<file path="src/rtl/conv_window_gen.sv">
// conv_window_gen
// ---------------
// Streaming 3x3 sliding-window generator. Accepts Q8.8 pixels in raster
// order, keeps the two previous image rows in line buffers and, for every
// pixel that completes a full 3x3 neighbourhood (row >= 2, col >= 2), loads
// that window into a single output register. Valid (unpadded) convolution:
// (IMG_W-2)*(IMG_H-2) windows per frame, in raster order of the bottom-right
// pixel. Data is passed bit-exact.
//
// Optional feature macro: CONV_WIN_POS_EN
//   When defined, out_row/out_col carry the window centre coordinates
//   (bottom-right minus 1), registered alongside out_window.
//
// Ports
//   clk         in   rising-edge clock
//   rst         in   synchronous active-high reset
//   in_valid    in   in_pixel valid
//   in_ready    out  block can accept in_pixel this cycle
//   in_pixel    in   DATA_W pixel, raster order
//   out_valid   out  out_window valid
//   out_ready   in   downstream accepts out_window
//   out_window  out  9*DATA_W; element (r,c) at [DATA_W*(3*r+c) +: DATA_W],
//                    r=0 top row, c=0 left column
//   frame_done  out  one-cycle pulse after the last pixel of a frame is accepted
//   out_row     out  (CONV_WIN_POS_EN) window centre row
//   out_col     out  (CONV_WIN_POS_EN) window centre column
//
// Handshake: a transfer happens on a rising edge where valid && ready are
// both high. Once out_valid is raised, out_window (and position) stay
// stable until out_ready is seen. in_ready = !out_valid || out_ready, so a
// new pixel is only taken when the output register is free or being emptied
// in the same cycle.
module conv_window_gen #(
  parameter int DATA_W = 16,
  parameter int IMG_W  = 28,
  parameter int IMG_H  = 28
) (
  input  logic                 clk,
  input  logic                 rst,
  input  logic                 in_valid,
  output logic                 in_ready,
  input  logic [DATA_W-1:0]    in_pixel,
  output logic                 out_valid,
  input  logic                 out_ready,
  output logic [9*DATA_W-1:0]  out_window,
  output logic                 frame_done
`ifdef CONV_WIN_POS_EN
  ,
  output logic [$clog2(IMG_H)-1:0] out_row,
  output logic [$clog2(IMG_W)-1:0] out_col
`endif
);

  localparam int COL_W = $clog2(IMG_W);
  localparam int ROW_W = $clog2(IMG_H);
  localparam logic [COL_W-1:0] COL_LAST = COL_W'(IMG_W - 1);
  localparam logic [ROW_W-1:0] ROW_LAST = ROW_W'(IMG_H - 1);

  // Position of the next pixel to be accepted
  logic [COL_W-1:0] r_col;
  logic [ROW_W-1:0] r_row;

  // Line buffers: lb0 holds the previous row, lb1 the row before that
  logic [DATA_W-1:0] r_lb0 [IMG_W];
  logic [DATA_W-1:0] r_lb1 [IMG_W];

  // Working 3x3 window, same packing as out_window
  logic [9*DATA_W-1:0] r_win;

  logic                r_out_valid;
  logic [9*DATA_W-1:0] r_out_window;
  logic                r_frame_done;

  logic                w_accept;
  logic                w_emit;
  logic                w_last;
  logic [9*DATA_W-1:0] w_next_win;

  assign in_ready   = !r_out_valid || out_ready;
  assign w_accept   = in_valid && in_ready;
  assign w_emit     = w_accept && (r_row >= ROW_W'(2)) && (r_col >= COL_W'(2));
  assign w_last     = w_accept && (r_row == ROW_LAST) && (r_col == COL_LAST);

  assign out_valid  = r_out_valid;
  assign out_window = r_out_window;
  assign frame_done = r_frame_done;

  // Shift columns left; the new right column is {lb1, lb0, in_pixel}
  // top to bottom, read before this cycle's line-buffer write.
  always_comb begin
    w_next_win = '0;
    w_next_win[DATA_W*0 +: DATA_W] = r_win[DATA_W*1 +: DATA_W];
    w_next_win[DATA_W*1 +: DATA_W] = r_win[DATA_W*2 +: DATA_W];
    w_next_win[DATA_W*2 +: DATA_W] = r_lb1[r_col];
    w_next_win[DATA_W*3 +: DATA_W] = r_win[DATA_W*4 +: DATA_W];
    w_next_win[DATA_W*4 +: DATA_W] = r_win[DATA_W*5 +: DATA_W];
    w_next_win[DATA_W*5 +: DATA_W] = r_lb0[r_col];
    w_next_win[DATA_W*6 +: DATA_W] = r_win[DATA_W*7 +: DATA_W];
    w_next_win[DATA_W*7 +: DATA_W] = r_win[DATA_W*8 +: DATA_W];
    w_next_win[DATA_W*8 +: DATA_W] = in_pixel;
  end

  // Storage without reset: contents cannot reach the output before two
  // full rows have been written in the current frame.
  always_ff @(posedge clk) begin
    if (w_accept) begin
      r_lb1[r_col] <= r_lb0[r_col];
      r_lb0[r_col] <= in_pixel;
      r_win        <= w_next_win;
    end
  end

  // Raster position counters
  always_ff @(posedge clk) begin
    if (rst) begin
      r_col <= '0;
      r_row <= '0;
    end else if (w_accept) begin
      if (r_col == COL_LAST) begin
        r_col <= '0;
        r_row <= (r_row == ROW_LAST) ? '0 : r_row + ROW_W'(1);
      end else begin
        r_col <= r_col + COL_W'(1);
      end
    end
  end

  // Output register. Emit wins over consume, so a simultaneous consume and
  // emit keeps out_valid high with the new window.
  always_ff @(posedge clk) begin
    if (rst) begin
      r_out_valid  <= 1'b0;
      r_out_window <= '0;
      r_frame_done <= 1'b0;
    end else begin
      r_frame_done <= w_last;
      if (w_emit) begin
        r_out_valid  <= 1'b1;
        r_out_window <= w_next_win;
      end else if (out_ready) begin
        r_out_valid  <= 1'b0;
      end
    end
  end

`ifdef CONV_WIN_POS_EN
  logic [ROW_W-1:0] r_out_row;
  logic [COL_W-1:0] r_out_col;

  assign out_row = r_out_row;
  assign out_col = r_out_col;

  // Centre of the window is one up and one left of the bottom-right pixel
  always_ff @(posedge clk) begin
    if (rst) begin
      r_out_row <= '0;
      r_out_col <= '0;
    end else if (w_emit) begin
      r_out_row <= r_row - ROW_W'(1);
      r_out_col <= r_col - COL_W'(1);
    end
  end
`endif

endmodule

</file>
<file path="config.mk">
export PLATFORM = sky130hd
export DESIGN_NAME = conv_window_gen
export DESIGN_NICKNAME = d
export VERILOG_FILES = /design/src/rtl/conv_window_gen.sv
export SDC_FILE = /design/constraint.sdc
export NUM_CORES = 1
export LEC_CHECK = 0
export BUFFER_PORTS_ARGS = -buffer_cell sky130_fd_sc_hd__buf_2
export CAP_MARGIN = 10
export CORE_ASPECT_RATIO = 0.8
export CORE_MARGIN = 3
export CORE_UTILIZATION = 50
export DETAILED_ROUTE_END_ITERATION = 12
export PLACE_DENSITY = 0.67
export SLEW_MARGIN = 15
export SYNTH_ARGS = -nofsm -noshare
export SYNTH_HDL_FRONTEND = slang
export SYNTH_SLANG_ARGS = --single-unit
</file>
<file path="constraint.sdc">
create_clock -name clk -period 11.66 [get_ports clk]
set_clock_uncertainty 0.2 [all_clocks]
set_input_delay 2.332 -clock clk [delete_from_list [all_inputs] [get_ports clk]]
set_output_delay 2.332 -clock clk [all_outputs]
set_load 0.02 [all_outputs]
</file>
## Word level (Yosys, flattened, before mapping)

Memories as Yosys holds them, arrays and structs flattened. A register that Yosys moved wholly into a read port is not among the register bits.
Index checks and enable logic that the tools add are counted.

- Bits in latches: 0
- Register bits after elaboration: 300
- Memory bits (read-only): 0
- Output and inout bits: 147
- Logic and storage cells: 33
- Bits of input ports: 20
- Memories kept: 2
- RAM bits: 896

Memory list:

| memory | depth | bits a word | rd ports | clocked after memory_dff | wr ports | RTL line | source |
|---|---|---|---|---|---|---|---|
| r_lb0 | 28 | 16 | 1 | 1 | 1 | 64 | `logic [DATA_W-1:0] r_lb0 [IMG_W];` |
| r_lb1 | 28 | 16 | 1 | 1 | 1 | 65 | `logic [DATA_W-1:0] r_lb1 [IMG_W];` |

- $lt $le $gt $ge: 2
- Reduce and logical (&&, ||, !) cells: 9
- Bitwise gates (word level): 0
- Mux-type cells: 10
- Eq/ne operators: 2
- $add $sub $neg: 2
- Multiply operators: 0
- Shifts and indexed selects: 0
- Div/mod/pow operators: 0

Operators with widths:

| cell | count |
|---|---|
| $mux W5 | 6 |
| $add A5 B1 Y5 const B | 2 |
| $eq A5 B5 Y1 const B | 2 |
| $ge A5 B2 Y1 const B | 2 |
| $logic_and A1 B1 Y1 | 5 |
| $mux W1 | 4 |
| $reduce_and A2 Y1 | 1 |
| $reduce_bool A2 Y1 | 1 |
| $logic_not A1 Y1 | 1 |
| $logic_or A1 B1 Y1 | 1 |

## Longest topological paths before layout

- Word-level depth: 6
- Gate-level depth with buffers: 9
- Mapped depth without buffers: 7

## Least setup slack after synthesis

OpenSTA, ideal clock, no wires.

- Path type: in2reg
- From: input out_ready
- To: memory r_lb0[15][0], enable pin
- Data required time: 11.039 ns
- Setup time: 0.421 ns
- Path slack: 3.028 ns
- Data arrival time: 8.011 ns
- Cell stages on the path: 5
- Buffers on the path: 1
- Path through: nand2b_1 and2_1 buf_1 nand2_1 nor2_1

- Word-level cells in the longest chain between the ends: 4

RTL lines:

| element | RTL line | source |
|---|---|---|
| from (decl) | 44 | `input logic out_ready,` |
| $logic_or A1 B1 Y1 | 79 | `assign in_ready = !r_out_valid \|\| out_ready;` |
| $logic_and A1 B1 Y1 | 80 | `assign w_accept = in_valid && in_ready;` |
| named net w_accept | 74 | `logic w_accept;` |
| $mux W1 | 106 | `if (w_accept) begin` |
| $mux W1 (not written as such) | 108 | `r_lb0[r_col] <= in_pixel;` |
| to (decl) | 64 |  |

The timed path passes the listed nets, and every way through them passes these cells.

## Final worst setup path

- From: input out_ready
- To: output in_ready

- Word-level cells in the longest chain between the ends: 1

RTL lines:

| element | RTL line | source |
|---|---|---|
| $logic_or A1 B1 Y1 | 79 |  |
| to (decl) | 41 | `output logic in_ready,` |

Every way passes these cells.

==> metrics <==
outcome=completed; crit share post-route=0.4717; global-route wire length before repair=151,200 um; share of cells above drive strength 1=0.1798; worst hold path class=reg2reg; Post-CTS Resized=0; post-DP HPWL=63,160 um; CTS sink cnt=1,153; top-area cell type share of the netlist area=0.6910; share of synthesized registers carrying an async set or reset=0; Placed Area=45,160 um2; post-layout util=0.5740; Ports=approximately 170; power per standard cell area=175.6 nW/um2; NumNets Final=2,732; Inst Count DP=3,712; multi-input logic area=roughly 9500 um2; final WL=104,800 um; Layout area overhead=12.85%; H-tree levels=3; GRT Total Usage=0.2305; Final Instance Area=about 49,000 um2; Post CTS Setup Buffer Count=0; Max Transition Viols Final=0; unrepaired setup endpoints after global routing=no; sequential cell area=33,020 um2; top cells by area, synth=edfxtp_1, mux2i_1, dfxtp_1; Post-CTS Hold Buffers=0; Synthesis Warnings=0; wire per inst=26.82 um; number of iterations in the first detailed-routing pass=6; GPL Wtd Cong=0.8089; DRC violations left=0; Die Ht=268.6 um; Syn Inst Count=about 2,500; Highest Clock Rate=approximately 180 MHz; total global routing overflow=0; Vias/cell=5.938; synth unique cells=43; Final ANT Viol Nets=0; Via Count=23,200; synthesized area per cell=approximately 17 um2; fin crit period=between 5000 and 6000 ps; Worst VDD drop=approximately 0.00011 V; worst-margin pin slew=roughly 1200 ps; static leakage=15.68 nW; register area share after synthesis=0.7657; 1st-iter DRT viols=2,582; Post-synth EDFFs=about 1,000; total negative slack=0 ps; Die Area=89,800 um2; Clock Latency Late Sink=670 ps; CP Launch Type=input pin; Yosys reg bits=1,153; pin count of the biggest net entering global routing=117; Max Root-Sink Buffers=3; ys flop type=edfxtp_1; Die X=334.3 um; CP Capture Type=primary output; Std-Cell Rows=95; MaxCap Viol Count=0; Initial Utilization=0.5087; TritonCTS clock tree=done; Crit Path Class=in2out; required time worst endpoint=9130 ps; Final Non-Filler Cells=3,908; Worst Path Arrival=between 2000 and 3000 ps; Synth Cell Area=43,110 um2; Reg clk slew, reported paths=60 ps; Mapped Nets=2,571; Synth area leader=edfxtp_1; vias in the first global route=around 23,000; final setup fails=0; CP max FO=4; initial antenna violation count=3; port bufs=166; Fill cells=6,363; TritonCTS buffer count=103; Fin. Hold Viols=0; Max-slew headroom=0.1992; core box area=84,750 um2; Root Driver=clkbuf_16
layer usage:
layer	global-route usage	up-vias	routed length (um)
met4	0.06181	2	2694
met1	0.3318	11990	44710
met2	0.3572	891	48530
met3	0.05411	152	8807
li1	-	10170	-
met5	0.006227	-	77
worst paths after layout:
kind / cells after the start / slack [ps] / to / from
setup / recovery: 3 / 6160 / in_ready / out_ready
hold / removal: 0 / 230 / r_win[31] / r_win[47]
setup reg to reg: 6 / 6860 / r_lb1[3][9] / flop
hold reg to reg: 0 / 230 / r_win[31] / r_win[47]
cells in the final DEF (no fill, tap or decap), types with 17 or more instances in the layout:
cell	Yosys	layout
nand4_1	18	18
buf_4	32	40
mux2i_1	340	340
nand3_1	55	55
a22oi_1	68	68
buf_2	61	165
mux4_2	62	62
clkinv_2	0	27
nor2_4	0	28
inv_1	22	22
nand2_1	301	301
dfxtp_1	161	158
clkbuf_16	0	112
o21a_1	17	17
a22o_1	45	45
edfxtp_1	992	992
a21oi_1	167	167
a221oi_1	30	30
cells in the mapped netlist (17+ instances only):
library cell and n:
buf_2 61, nand3_1 55, a22oi_1 68, dfxtp_1 161, nor2_1 39, buf_4 32
a221oi_1 30, a22o_1 45, edfxtp_1 992, clkbuf_1 55, o21a_1 17, mux4_2 62
nand4_1 18, a21oi_1 167, inv_1 22, mux2i_1 340, nand2_1 301
worst max-delay path: stages:
cell	delay, ps
buf_2	100
nand2b_1	280
buf_2	250
kinds of logic (layout without fill, tap and decap cells):
kind of cell	after synthesis	after routing	share of synthesized area
AO/OA/AOI/OAI	364	364	0.05781
buffers and inverters	177	424	0.01997
AND/OR/NAND/NOR	440	440	0.04275
XOR/XNOR	2	2	0.0004064
multiplexers	403	403	0.1116
other	0	1	0
adder cells (fa/ha/maj)	6	6	0.001741
flip-flops	1153	1153	0.7657
registers in the layout, indices dropped and copies added, names as in the netlist, named ones only:
signal and cells:
r_lb1 448, r_row 5, r_col 5, frame_done 1, r_lb0 448, out_valid 1
out_window 144, r_win 96
report_power, final:
group	total, mW	internal [mW]	switching [mW]
Clock	3.36	1.90	1.46
Sequential	4.64	4.61	0.0326
Combinational	0.538	0.159	0.380
Total	8.54	6.67	1.87
stage by stage:
| step | hold WS (ps) | total power, mW | setup WS (ps) |
|---|---|---|---|
| finish | 232.7 | 8.541 | 6160 |
| global route | 251.6 | 8.784 | 6140 |
| CTS | 232.7 | 8.587 | 6143 |
| detailed placement | 232.0 | 5.263 | 6058 |
| global placement | 230.2 | 5.248 | 6127 |
| floorplan | 226.2 | 5.028 | 3028 |
cell type report:
| cell class | count | area share |
|---|---|---|
| flip-flops and latches | 1153 | 0.6787 |
| multi-input cells | 1215 | 0.1952 |
| clock buffers | 135 | 0.06175 |
| well taps | 1115 | 0.02868 |
| repair buffers | 211 | 0.02577 |
| clock inverters | 56 | 0.008127 |
| inverters | 22 | 0.001697 |
| diodes | 1 | 0.00005144 |
Power figures use the tool's default switching activity.
